$ cat src/rtl/spi_pkg.sv
// Shared types and defaults for the SPI master.
// State encoding and frame-width default used by spi_master and its bench.
package spi_pkg;

  localparam int SPI_WIDTH = 13;

  typedef enum logic [2:0] {
    IDLE,
    LOAD,
    SETUP,
    SHIFT,
    LATCH
  } state_e;

endpackage

$ cat src/rtl/spi_clk_div.sv
// Phase timer: tick marks the last clk cycle of every HALF_DIV-cycle phase.
// Latency: first tick HALF_DIV cycles after clr drops; no backpressure, clr restarts the count.
module spi_clk_div #(
  parameter int HALF_DIV = 4
) (
  input  logic clk,
  input  logic rst,
  input  logic clr,
  output logic tick
);

  localparam int CW = (HALF_DIV > 1) ? $clog2(HALF_DIV) : 1;
  localparam logic [CW-1:0] LAST = CW'(HALF_DIV - 1);

  logic [CW-1:0] cnt_q;
  logic [CW-1:0] cnt_d;

  // With HALF_DIV=1 the counter sits at zero and ticks every cycle.
  assign tick = !clr && (cnt_q == LAST);

  always_comb begin
    cnt_d = cnt_q;
    if (clr || tick) begin
      cnt_d = '0;
    end else begin
      cnt_d = cnt_q + CW'(1);
    end
  end

  always_ff @(posedge clk) begin
    if (rst) begin
      cnt_q <= '0;
    end else begin
      cnt_q <= cnt_d;
    end
  end

endmodule

$ cat src/rtl/spi_master.sv
// SPI mode-0 master, MSB first, frames bracketed by load pulses; done HALF_DIV*(2*WIDTH+3)+1 cycles after start.
// Backpressure: start is only sampled in IDLE (including the done cycle); requests while busy are dropped.
module spi_master
  import spi_pkg::*;
#(
  parameter int WIDTH    = SPI_WIDTH,
  parameter int HALF_DIV = 4
) (
  input  logic             clk,
  input  logic             rst,
  input  logic             start,
  input  logic [WIDTH-1:0] tx_data,
  output logic             busy,
  output logic             done,
  output logic [WIDTH-1:0] rx_data,
  output logic             sclk,
  output logic             mosi,
  input  logic             miso,
  output logic             load
);

  localparam int BW = $clog2(WIDTH + 1);

  state_e           state_q, state_d;
  logic [BW-1:0]    bit_cnt_q, bit_cnt_d;
  logic             phase_hi_q, phase_hi_d;
  logic [WIDTH-1:0] tx_sr_q, tx_sr_d;
  logic [WIDTH-1:0] rx_sr_q, rx_sr_d;
  logic [WIDTH-1:0] rx_data_q, rx_data_d;
  logic             load_q, load_d;
  logic             busy_q, busy_d;
  logic             done_q, done_d;
  logic             tick;

  spi_clk_div #(
    .HALF_DIV(HALF_DIV)
  ) u_clk_div (
    .clk (clk),
    .rst (rst),
    .clr (state_q == IDLE),
    .tick(tick)
  );

  // The phase flag doubles as SCLK and the shifter MSB doubles as MOSI, so both pins come straight from flops.
  assign sclk    = phase_hi_q;
  assign mosi    = tx_sr_q[WIDTH-1];
  assign load    = load_q;
  assign busy    = busy_q;
  assign done    = done_q;
  assign rx_data = rx_data_q;

  always_comb begin
    state_d    = state_q;
    bit_cnt_d  = bit_cnt_q;
    phase_hi_d = phase_hi_q;
    tx_sr_d    = tx_sr_q;
    rx_sr_d    = rx_sr_q;
    rx_data_d  = rx_data_q;
    load_d     = load_q;
    busy_d     = busy_q;
    done_d     = 1'b0;
    case (state_q)
      IDLE: begin
        if (start) begin
          state_d = LOAD;
          tx_sr_d = tx_data;
          load_d  = 1'b1;
          busy_d  = 1'b1;
        end
      end
      LOAD: begin
        if (tick) begin
          state_d = SETUP;
          load_d  = 1'b0;
        end
      end
      SETUP: begin
        if (tick) begin
          state_d    = SHIFT;
          phase_hi_d = 1'b1;
          bit_cnt_d  = BW'(WIDTH - 1);
        end
      end
      SHIFT: begin
        if (tick && phase_hi_q) begin
          // Sample at the end of the high phase, then present the next bit on the falling edge.
          rx_sr_d    = {rx_sr_q[WIDTH-2:0], miso};
          tx_sr_d    = {tx_sr_q[WIDTH-2:0], 1'b0};
          phase_hi_d = 1'b0;
        end else if (tick) begin
          if (bit_cnt_q == '0) begin
            state_d = LATCH;
            load_d  = 1'b1;
          end else begin
            bit_cnt_d  = bit_cnt_q - BW'(1);
            phase_hi_d = 1'b1;
          end
        end
      end
      LATCH: begin
        if (tick) begin
          state_d   = IDLE;
          load_d    = 1'b0;
          busy_d    = 1'b0;
          done_d    = 1'b1;
          rx_data_d = rx_sr_q;
        end
      end
      default: state_d = IDLE;
    endcase
  end

  always_ff @(posedge clk) begin
    if (rst) begin
      state_q    <= IDLE;
      bit_cnt_q  <= '0;
      phase_hi_q <= 1'b0;
      tx_sr_q    <= '0;
      rx_sr_q    <= '0;
      rx_data_q  <= '0;
      load_q     <= 1'b0;
      busy_q     <= 1'b0;
      done_q     <= 1'b0;
    end else begin
      state_q    <= state_d;
      bit_cnt_q  <= bit_cnt_d;
      phase_hi_q <= phase_hi_d;
      tx_sr_q    <= tx_sr_d;
      rx_sr_q    <= rx_sr_d;
      rx_data_q  <= rx_data_d;
      load_q     <= load_d;
      busy_q     <= busy_d;
      done_q     <= done_d;
    end
  end

endmodule

$ cat config.mk
export PLATFORM = sky130hd
export DESIGN_NAME = spi_master
export DESIGN_NICKNAME = d
export VERILOG_FILES = /design/src/rtl/spi_pkg.sv /design/src/rtl/spi_clk_div.sv /design/src/rtl/spi_master.sv
export SDC_FILE = /design/constraint.sdc
export NUM_CORES = 1
export LEC_CHECK = 0
export ABC_AREA = 1
export CELL_PAD_IN_SITES_DETAIL_PLACEMENT = 0
export CELL_PAD_IN_SITES_GLOBAL_PLACEMENT = 1
export CORE_MARGIN = 2
export CORE_UTILIZATION = 39
export DETAILED_ROUTE_END_ITERATION = 10
export GPL_ROUTABILITY_DRIVEN = 0
export PLACE_DENSITY = 0.87
export SYNTH_ARGS = -nofsm -noshare
export SYNTH_HDL_FRONTEND = slang
export SYNTH_SLANG_ARGS = --single-unit
$ cat constraint.sdc
create_clock -name clk -period 1.95 [get_ports clk]
set_clock_uncertainty 0.15 [all_clocks]
set_input_delay 0.4875 -clock clk [delete_from_list [all_inputs] [get_ports clk]]
set_output_delay 0.4875 -clock clk [all_outputs]
set_load 0.02 [all_outputs]
==> summary.md, run 1 <==
| Metric | Value |
|---|---|
| Initial antenna violation count | 0 |
| Synth cell types | 27 |
| Pwr Total | 2.77 mW |
| CTS tree | yes |
| Top-count cell post-synth | nand2_1 |
| Setup crit end kind | output pin |
| Net Sw Frac | 0.310 |
| Antenna diodes | 0 |
| DP Area | 2680 µm² |
| Gate Count Post-Synth | approximately 300 |
| Worst path max stage delay | 600 ps |
| Gr usage total | 0.143 |
| CTS Buffer Depth | 2 |
| Via count | 1930 |
| CTS Root Buffer Type | clkbuf_8 |
| Combinational share of power | 0.263 |
| H-tree depth | 2 |
| Fin. max-slew vios | 0 |
| Number of I/O port buffers | 34 |
| Number of top-level pins | 35 |
| Post-Syn Area per Cell | between 7 and 8 µm² |
| Die width | 80.1 µm |
| Cell family with most CP delay | buffers and inverters |
| Synth Flop Type | dfxtp_1 |
| Clock-pin slew on the worst setup and hold paths | 90 ps |
| Setup crit start | rx_data[10]$_SDFFE_PP0P_ |
| Largest net degree at the start of global routing | 34 |
| Number of remaining DRC errors | 0 |
| Startpoint types | register |
| Slowest CP cell | clkdlybuf4s50_1 |
| Min Tclk post-route | 1900 ps |
| Clk_lat worst skew | 310 ps |
| Mapped Nets | 314 |
| 1st-iter DRT viols | 70 |
| Nets | about 350 |
| Die ar. | 6420 µm² |
| Final WL | approximately 4.4 mm |
| Hold path start | u_clk_div.cnt_q[0]$_SDFF_PP0_ |
| GRT overflow | 0 |
| Design Area, Final | about 2800 µm² |
| Vias/cell | 4.79 |
| P&R area growth vs syn | 23.6% |
| Core box area | ~5500 µm² |
| VDD IR max | around 410 µV |
| FP Rows | 27 |
| CTS Buf Count | 5 |
| Post-Syn Area | 2260 µm² |
| Count of flip-flops with a built-in enable after synthesis | 0 |
| Setup_tns | 0 ps |
| CP Class | reg -> out |
| Hold Fails Final Rpt | 0 |
| Period utilisation layout | 0.972 |
| Post-DP HPWL | 3.08 mm |
| Die H | between 80 and 90 µm |
| Clk pwr share | 0.267 |
| Top-area cell type share of the netlist area | 0.461 |
| Int Power | 1.91 mW |
| Leak Pwr | between 1 and 1.5 nW |
| Post-synth top area cell | dfxtp_1 |
| Post-synth top cells | 70 x nand2_1, 52 x dfxtp_1, 33 x a21oi_1 |
| Initial core utilization | 0.408 |
| Synth warn | 0 |
| Synth Register Bits | 52 |
| Net Sw Power | 858 µW |
| Max-slew headroom | 0.717 |
| Clock Sinks | 52 |
| Setup repair bufs after CTS | 0 |
| Post-DRT Antenna Nets | 0 |
| Vias in the first global route | roughly 1700 |
| WP data arrival | about 1300 ps |
| Crit path required time | 1310 ps |
| Final Non-Filler Cells | 403 |
| Critical path peak fanout | 2 |
| Worst slew pin tran | between 400 and 500 ps |
| Layout cell share with drive strength beyond 1 | 0.0937 |
| Worst reg2reg path startpoint | state_q[0]$_SDFFE_PP0P_ |
| Max Cap Viol | 0 |
| Hold Path Class | reg -> reg |
| Final setup viols | 0 |
| First-pass GRT wire length | 7.36 mm |
| Unrepaired setup endpoints after global routing | false |
| CP bufs+invs | 1 |
| Status | completed |
| Drt pass-1 iters | 4 |
| Cells along the critical path | clkdlybuf4s50_1 |
| Hold slack | 272 ps |
| Cell Pwr Density | 991 nW/µm² |
| Dpl cells | 395 |
| FMAX | 527 MHz |
| Flop pwr share | 0.470 |
| Ranking of synthesized cells by area | dfxtp_1 46%, nand2_1 12%, a21oi_1 7.3% |
| Seq/Total Area, Yosys | 0.461 |
| Routed WL per cell | 11.0 µm |
| Synth async-reset ratio | 0 |
## registers in the layout, indices dropped and copies added, names as in the netlist
| register | count |
|---|---|
| load | 1 |
| sclk | 1 |
| busy | 1 |
| state_q | 3 |
| done | 1 |
| rx_sr_q | 13 |
| u_clk_div.cnt_q | 2 |
| rx_data | 13 |
| tx_sr_q | 13 |
| bit_cnt_q | 4 |
## placed cells by master (no fill, tap or decap), drive strengths merged, types with 2 or more instances in the layout
| cell type | synthesis | layout |
|---|---|---|
| ha | 2 | 2 |
| nand2 | 72 | 72 |
| dfxtp | 52 | 52 |
| buf | 12 | 10 |
| clkbuf | 4 | 6 |
| nand3 | 25 | 25 |
| clkdlybuf4s50 | 0 | 33 |
| o21ai | 23 | 23 |
| a21oi | 33 | 33 |
| o211a | 10 | 10 |
| inv | 33 | 34 |
| nor2 | 23 | 23 |
## through the flow
stage	setup slack, ps	utilization
6_report	54.0	0.504
5_1_grt	5.07	0.504
4_1_cts	28.5	0.504
3_5_place_dp	57.7	0.484
3_3_place_gp	78.0	0.484
2_1_floorplan	494	-
## kinds of logic (layout without fill, tap and decap cells)
| group | Yosys count | count (layout) | synth area share |
|---|---|---|---|
| and+or+nand+nor | 123 | 123 | 0.246 |
| AOI/OAI and AO/OA | 68 | 68 | 0.174 |
| DFF | 52 | 52 | 0.461 |
| buffers and inverters | 49 | 85 | 0.104 |
| adders and majority gates | 2 | 2 | 0.0111 |
| xor gates and xnor gates | 1 | 1 | 0.00388 |
## power groups by stage
stage | clock network (mW) | registers, mW | logic (mW)
3_3_place_gp | 0 | 1.32 | 0.720
3_5_place_dp | 0 | 1.32 | 0.735
6_report | 0.739 | 1.30 | 0.729
5_1_grt | 0.797 | 1.32 | 0.823
2_1_floorplan | 0 | 1.29 | 0.578
4_1_cts | 0.765 | 1.30 | 0.736
## worst paths after layout
check                             endpoint  slack (ps)  cells after the start
max                            rx_data[10]          50                      1
min          u_clk_div.cnt_q[0]$_SDFF_PP0_         270                      1
max reg2reg        tx_sr_q[8]$_SDFFE_PP0P_         280                      7
min reg2reg  u_clk_div.cnt_q[0]$_SDFF_PP0_         270                      1
## what timing repair did
item | 4_1_cts | 5_1_grt
endpoints found under the setup margin | 1 | 0
resized for setup | 1 | 0
endpoints found under the hold margin | 0 | 0
hold buffers | 0 | 0
## per-layer routing
layer,up-vias,share of wire,global-route usage
met2,23,0.45,0.223
li1,1022,-,-
met5,-,0,0
met1,878,0.50,0.189
met3,7,0.034,0.0360
met4,0,0.016,0.0593
## final cells by class
type                            count  area [µm²]
Clock buffer                        6        72.6
Tap cell                           72        90.1
Sequential cell                    52        1040
Timing Repair Buffer               44         439
Fill cell                         557        2750
Clock inverter                      2        38.8
Inverter                           33         126
Multi-Input combinational cell    194         985
Note: power is estimated with default switching activity, not from simulation.
==> inputs of run 2 (changes only) <==
--- a/config.mk
+++ b/config.mk
@@ -9,10 +9,11 @@
 export CELL_PAD_IN_SITES_DETAIL_PLACEMENT = 0
 export CELL_PAD_IN_SITES_GLOBAL_PLACEMENT = 1
 export CORE_MARGIN = 2
-export CORE_UTILIZATION = 39
+export CORE_UTILIZATION = 42
 export DETAILED_ROUTE_END_ITERATION = 10
 export GPL_ROUTABILITY_DRIVEN = 0
-export PLACE_DENSITY = 0.87
+export PLACE_DENSITY = 0.92
+export SLEW_MARGIN = 15
 export SYNTH_ARGS = -nofsm -noshare
 export SYNTH_HDL_FRONTEND = slang
 export SYNTH_SLANG_ARGS = --single-unit
==> constraint.sdc (replaced) <==
create_clock -name clk -period 2.3 [get_ports clk]
set_clock_uncertainty 0.15 [all_clocks]
set_input_delay 0.575 -clock clk [delete_from_list [all_inputs] [get_ports clk]]
set_output_delay 0.575 -clock clk [all_outputs]
set_load 0.02 [all_outputs]
==> run 2 against run 1 <==
Net effect:
- hold slack better by 8.6 ps
- via count stayed put
- global-route usage is 1.5 points higher
- die area is 6.8% lower
- combinational power is 18% lower
- worst setup slack better by 160 ps
==> summary.md, run 2 (same netlist as run 1, synthesis figures left out) <==
| Metric | Value |
|---|---|
| WP data arrival | 1360 ps (+100 ps) |
| Number of top-level pins | 35 (unchanged) |
| Final setup viols | 0 (unchanged) |
| Sequential cell area | 1040 µm² (unchanged) |
| Setup_tns | 0 ps (unchanged) |
| Combinational share of power | 0.244 (-0.019) |
| Int Power | 1.71 mW (-11%) |
| Worst slew pin tran | 487 ps (+63.2 ps) |
| Area of the multi-input gates | 985 µm² (unchanged) |
| 1st-iter DRT viols | 78 (+11%) |
| Clk pwr share | 0.305 (+0.038) |
| Design Area, Final | 2780 µm² (-0.45%) |
| FP Rows | 26 (-3.7%) |
| Die width | 77.4 µm (-3.5%) |
| Drt pass-1 iters | 4 (unchanged) |
| Vias/cell | 4.87 (+1.8%) |
| CP Class | reg -> out |
| CTS tree | yes |
| Most common cell after layout, fill and taps aside | nand2_1 |
| Hold Fails Final Rpt | 0 (unchanged) |
| Clk_lat worst skew | 300 ps (about the same) |
| Layout cell share with drive strength beyond 1 | 0.0828 (-0.0108) |
| GRT overflow | 0 (unchanged) |
| CTS Buffer Depth | 2 (unchanged) |
| Min Tclk post-route | 2080 ps |
| GR Layer Usage met1 | 0.214 (+0.0250) |
| Routed WL per cell | 11.1 µm (+0.90%) |
| Initial antenna violation count | 0 (unchanged) |
| Met3 usage | 0.0360 (+0.0000915) |
| Number of remaining DRC errors | 0 (unchanged) |
| Setup repair bufs after CTS | 0 (unchanged) |
| Net Sw Frac | 0.301 (-0.00883) |
| Met2 Use GR | 0.253 (+0.0297) |
| Cells along the critical path | clkdlybuf4s50_1 |
| Flop pwr share | 0.451 (-0.019) |
| Core box area | 5140 µm² (-7.2%) |
| Antenna diodes | 0 (unchanged) |
| Die H | 77.4 µm (-3.5%) |
| Grt peak-use layer | met2 |
| Number of I/O port buffers | 34 (unchanged) |
| CP bufs+invs | 1 (unchanged) |
| CTS Root Buffer Type | clkbuf_8 |
| First-pass GRT wire length | 7.76 mm (+5.4%) |
| VDD IR max | 438 µV (+7.1%) |
| FMAX | 480 MHz |
| Initial core utilization | 0.440 (+0.0318) |
| Post-DRT Antenna Nets | 0 (unchanged) |
| Leak Pwr | 1.16 nW (-1.3%) |
| CTS Buf Count | 5 (unchanged) |
| P&R area growth vs syn | 23.0% |
| Hold_buf cts | 0 (unchanged) |
| H-tree depth | 2 (unchanged) |
| Cell Pwr Density | 878 nW/µm² (-11%) |
| Post-CTS Resized | 0 (-1) |
| Largest net degree at the start of global routing | 34 (unchanged) |
| Via count | 1930 (unchanged) |
| Net Sw Power | 735 µW (-14%) |
| Clock-pin slew on the worst setup and hold paths | 100 ps (about the same) |
| Final WL | 4.41 mm (-0.85%) |
| DP Area | 2640 µm² (-1.5%) |
| Gr usage total | 0.159 (+0.0154) |
| Die ar. | 5980 µm² (-6.8%) |
| Status | completed |
| Nets | 344 (-1.4%) |
| Fill count | 540 (-3.1%) |
| Max Cap Viol | 0 (unchanged) |
| Slowest CP cell | clkdlybuf4s50_1 |
| Worst path max stage delay | 640 ps (+40 ps) |
| Most frequent cells in the layout | 70 x nand2_1, 52 x dfxtp_1, 34 x clkdlybuf4s50_1 |
| Period utilisation layout | 0.906 |
| Cell family with most CP delay | buffers and inverters |
| Unrepaired setup endpoints after global routing | false |
| Reg2reg setup slack | 490 ps (+210 ps) |
| Clock Sinks | 52 (unchanged) |
| Vias in the first global route | 1741 (+1.4%) |
| Crit path required time | 1570 ps (+260 ps) |
| Fin. max-slew vios | 0 (unchanged) |
| Max-slew headroom | 0.675 (-0.0421) |
| Hold Path Class | reg -> reg |
| Startpoint types | register |
| Post-DP HPWL | 3.07 mm (-0.38%) |
| Critical path peak fanout | 3 (+1) |
| Setup crit end kind | output pin |
run 2: cell type report:
class | instances | share of cell area
Tap cell | 70 | 0.0315
Clock inverter | 3 | 0.0248
Clock buffer | 5 | 0.0248
Sequential cell | 52 | 0.374
Multi-Input combinational cell | 194 | 0.354
Timing Repair Buffer | 39 | 0.145
Inverter | 33 | 0.0455
run 2: worst paths after layout:
path                                  from                            end  depth (start not counted)
max                      sclk$_SDFFE_PP0P_                           sclk                          1
min          u_clk_div.cnt_q[0]$_SDFF_PP0_  u_clk_div.cnt_q[0]$_SDFF_PP0_                          1
max reg2reg        state_q[1]$_SDFFE_PP0P_        rx_data[2]$_SDFFE_PP0P_                          4
min reg2reg  u_clk_div.cnt_q[0]$_SDFF_PP0_  u_clk_div.cnt_q[0]$_SDFF_PP0_                          1
run 2: power groups by stage:
stage / Combinational [mW] / Sequential (mW) / Clock, mW
after floorplan: 0.490 / 1.09 / 0
after global placement: 0.588 / 1.12 / 0
after detailed placement: 0.598 / 1.12 / 0
after CTS: 0.600 / 1.10 / 0.763
after global routing: 0.681 / 1.12 / 0.795
final: 0.595 / 1.10 / 0.745
run 2: per-layer routing:
metal,vias to the layer above,wire [µm]
met5,-,0
met4,0,47
met3,5,233
met2,43,2010
met1,864,2120
li1,1018,-
run 2: stage by stage:
step	cells	worst slack, ps	power (mW)	hold slack (ps)	util
6_report	396	216	2.44	281	0.541
2_1_floorplan	295	797	1.58	248	-
5_1_grt	396	178	2.59	307	0.541
4_1_cts	396	203	2.47	282	0.541
3_5_place_dp	388	240	1.72	268	0.514
3_3_place_gp	388	284	1.71	258	0.514
==> inputs of run 3 (changes only) <==
--- a/config.mk
+++ b/config.mk
@@ -12,7 +12,7 @@
 export CORE_UTILIZATION = 42
 export DETAILED_ROUTE_END_ITERATION = 10
 export GPL_ROUTABILITY_DRIVEN = 0
-export PLACE_DENSITY = 0.92
+export PLACE_DENSITY_LB_ADDON = 0.05
 export SLEW_MARGIN = 15
 export SYNTH_ARGS = -nofsm -noshare
 export SYNTH_HDL_FRONTEND = slang
==> run 3 against run 2 <==
Net effect:
- worst setup slack better by 11 ps
- final cell count increased by 0.51%
- die area did not move
- critical endpoint unchanged
- via count down 0.62%
- design area down 1.7%
- combinational power hardly changed
- sequential cell count is the same
- non-clock buffer count rose by 2
- sequential share of layout area up 0.63 points
- power decreased by 8.9%
- utilization shrank 0.90 points
- critical path depth is the same
==> summary.md, run 3 (same netlist as run 1, synthesis figures left out) <==
| Metric | Value |
|---|---|
| Unrepaired setup endpoints after global routing | false |
| Status | completed |
| Critical path peak fanout | 3 (unchanged) |
| Initial antenna violation count | 0 (unchanged) |
| Cell family with most CP delay | buffers and inverters |
| Final setup viols | 0 (unchanged) |
| CP bufs+invs | 1 (unchanged) |
| CTS Buffer Depth | 2 (unchanged) |
| GRT overflow | 0 (unchanged) |
| Worst slew pin tran | 510 ps (+22.8 ps) |
| CP Class | reg -> out |
| Die ar. | 5980 µm² (unchanged) |
| Post-DP HPWL | 3.30 mm (+7.6%) |
| Vias in the first global route | 1881 (+8.0%) |
| Reg2reg setup slack | 540 ps (+50 ps) |
| Fin. max-slew vios | 0 (unchanged) |
| Post-CTS Resized | 0 (unchanged) |
| Hold_buf cts | 0 (unchanged) |
| Leak Pwr | 1.13 nW (-2.0%) |
| Vias/cell | 4.82 (-1.1%) |
| Routed WL per cell | 11.8 µm (+6.1%) |
| Net Sw Frac | 0.332 (+0.0306) |
| Startpoint types | register |
| 1st-iter DRT viols | 45 (-42%) |
| Net Sw Power | 737 µW (+0.35%) |
| Number of top-level pins | 35 (unchanged) |
| CTS Buf Count | 5 (unchanged) |
| Via count | 1918 (-0.62%) |
| Hold Fails Final Rpt | 0 (unchanged) |
| Combinational share of power | 0.268 (+0.024) |
| CTS Root Buffer Type | clkbuf_8 |
| FF-to-FF End | bit_cnt_q[3]$_SDFFE_PP0P_ |
| Number of I/O port buffers | 34 (unchanged) |
| Die H | 77.4 µm (unchanged) |
| Max Cap Viol | 0 (unchanged) |
| Clock Sinks | 52 (unchanged) |
| Fill count | 571 (+5.7%) |
| FP Rows | 26 (unchanged) |
| Cells along the critical path | clkdlybuf4s50_1 |
| Post-Route Utilization | 0.532 (-0.00901) |
| WP data arrival | 1350 ps (about the same) |
| Setup repair bufs after CTS | 0 (unchanged) |
| Largest net degree at the start of global routing | 27 (-21%) |
| Post-DRT Antenna Nets | 0 (unchanged) |
| Number of remaining DRC errors | 0 (unchanged) |
| Setup_tns | 0 ps (unchanged) |
| Clk_lat worst skew | 300 ps (about the same) |
| Gr usage total | 0.174 (+0.0157) |
| Hold path depth | 1 (unchanged) |
| Worst path max stage delay | 630 ps (about the same) |
| Clock-pin slew on the worst setup and hold paths | 90 ps (about the same) |
| Int Power | 1.49 mW (-13%) |
| CTS tree | yes |
| Crit path required time | 1570 ps (about the same) |
| Worst Hold Endpoint | u_clk_div.cnt_q[0]$_SDFF_PP0_ |
| P&R area growth vs syn | 21.0% |
| Most common cell after layout, fill and taps aside | nand2_1 |
| Nets | 346 (+0.58%) |
| Most frequent cells in the layout | 70 x nand2_1, 52 x dfxtp_1, 34 x clkdlybuf4s50_1 |
| Worst reg2reg path startpoint | state_q[0]$_SDFFE_PP0P_ |
| Core box area | 5140 µm² (unchanged) |
| VDD IR max | 372 µV (-15%) |
| Design Area, Final | 2730 µm² (-1.7%) |
| R2R depth | 8 (+4) |
| Die width | 77.4 µm (unchanged) |
| First-pass GRT wire length | 8.48 mm (+9.3%) |
| Period utilisation layout | 0.901 (-0.00479) |
| FMAX | 482 MHz (+0.53%) |
| Flop pwr share | 0.497 (+0.046) |
| Antenna diodes | 0 (unchanged) |
| Hold path start | u_clk_div.cnt_q[0]$_SDFF_PP0_ |
| Max-slew headroom | 0.659 (-0.0152) |
| Initial core utilization | 0.440 (unchanged) |
| Final WL | 4.70 mm (+6.7%) |
| Slowest CP cell | clkdlybuf4s50_1 |
| Cell Pwr Density | 814 nW/µm² (-7.4%) |
| Layout cell share with drive strength beyond 1 | 0.0854 (+0.00254) |
| H-tree depth | 2 (unchanged) |
| Pwr Total | 2.22 mW (-8.9%) |
| DP Area | 2650 µm² (about the same) |
| Hold Path Class | reg -> reg |
| Drt pass-1 iters | 4 (unchanged) |
| Setup crit end kind | output pin |
| Min Tclk post-route | 2070 ps (-11.0 ps) |
| Clk pwr share | 0.235 (-0.070) |
| Setup crit start | sclk$_SDFFE_PP0P_ |
==> run 3: area by class of cell <==
class | instances | area, µm² | share of cell area
clock inverter | 2 | 16.3 | 0.00595
tap | 70 | 87.6 | 0.0320
clock buffer | 6 | 72.6 | 0.0265
inverter | 33 | 126 | 0.0462
sequential | 52 | 1040 | 0.381
multi-input combinational | 194 | 985 | 0.360
timing repair buffer | 41 | 405 | 0.148
==> run 3: power by group through the flow <==
stage / clock [mW] / combinational, mW / sequential (mW)
finish: 0.523 / 0.596 / 1.11
global route: 0.570 / 0.695 / 1.12
CTS: 0.545 / 0.606 / 1.11
detailed placement: 0 / 0.603 / 1.13
global placement: 0 / 0.595 / 1.13
floorplan: 0 / 0.490 / 1.09
==> run 3: worst reg2reg max path, stage by stage (launching register included) <==
cell	delay, ps
dfxtp_1	560
inv_2	110
nor2_4	120
nand4_4	100
buf_4	230
nand2_2	140
inv_2	60
o21ai_0	140
nor2_1	50
==> run 3: through the flow <==
stage	cells	worst slack [ps]	hold slack, ps
after floorplan	295	797	248
after global placement	390	354	259
after detailed placement	390	323	276
after CTS	398	210	290
after global routing	398	174	317
final	398	227	283
==> run 3: metal layers <==
| metal | share of wire | GRT usage | vias to the layer above |
|---|---|---|---|
| met5 | 0 | 0 | - |
| met1 | 0.50 | 0.225 | 877 |
| met3 | 0.030 | 0.0407 | 6 |
| met4 | 0.012 | 0.0625 | 0 |
| li1 | - | - | 1012 |
| met2 | 0.46 | 0.286 | 23 |
==> run 3: worst max path at each step <==
| stage | endpoint | depth (start not counted) |
|---|---|---|
| final | sclk | 1 |
| after global routing | sclk | 1 |
| after CTS | sclk | 1 |
| after detailed placement | tx_sr_q[7]$_SDFFE_PP0P_ | 6 |
| after global placement | tx_sr_q[5]$_SDFFE_PP0P_ | 6 |
| after floorplan | rx_data[10]$_SDFFE_PP0P_ | 5 |
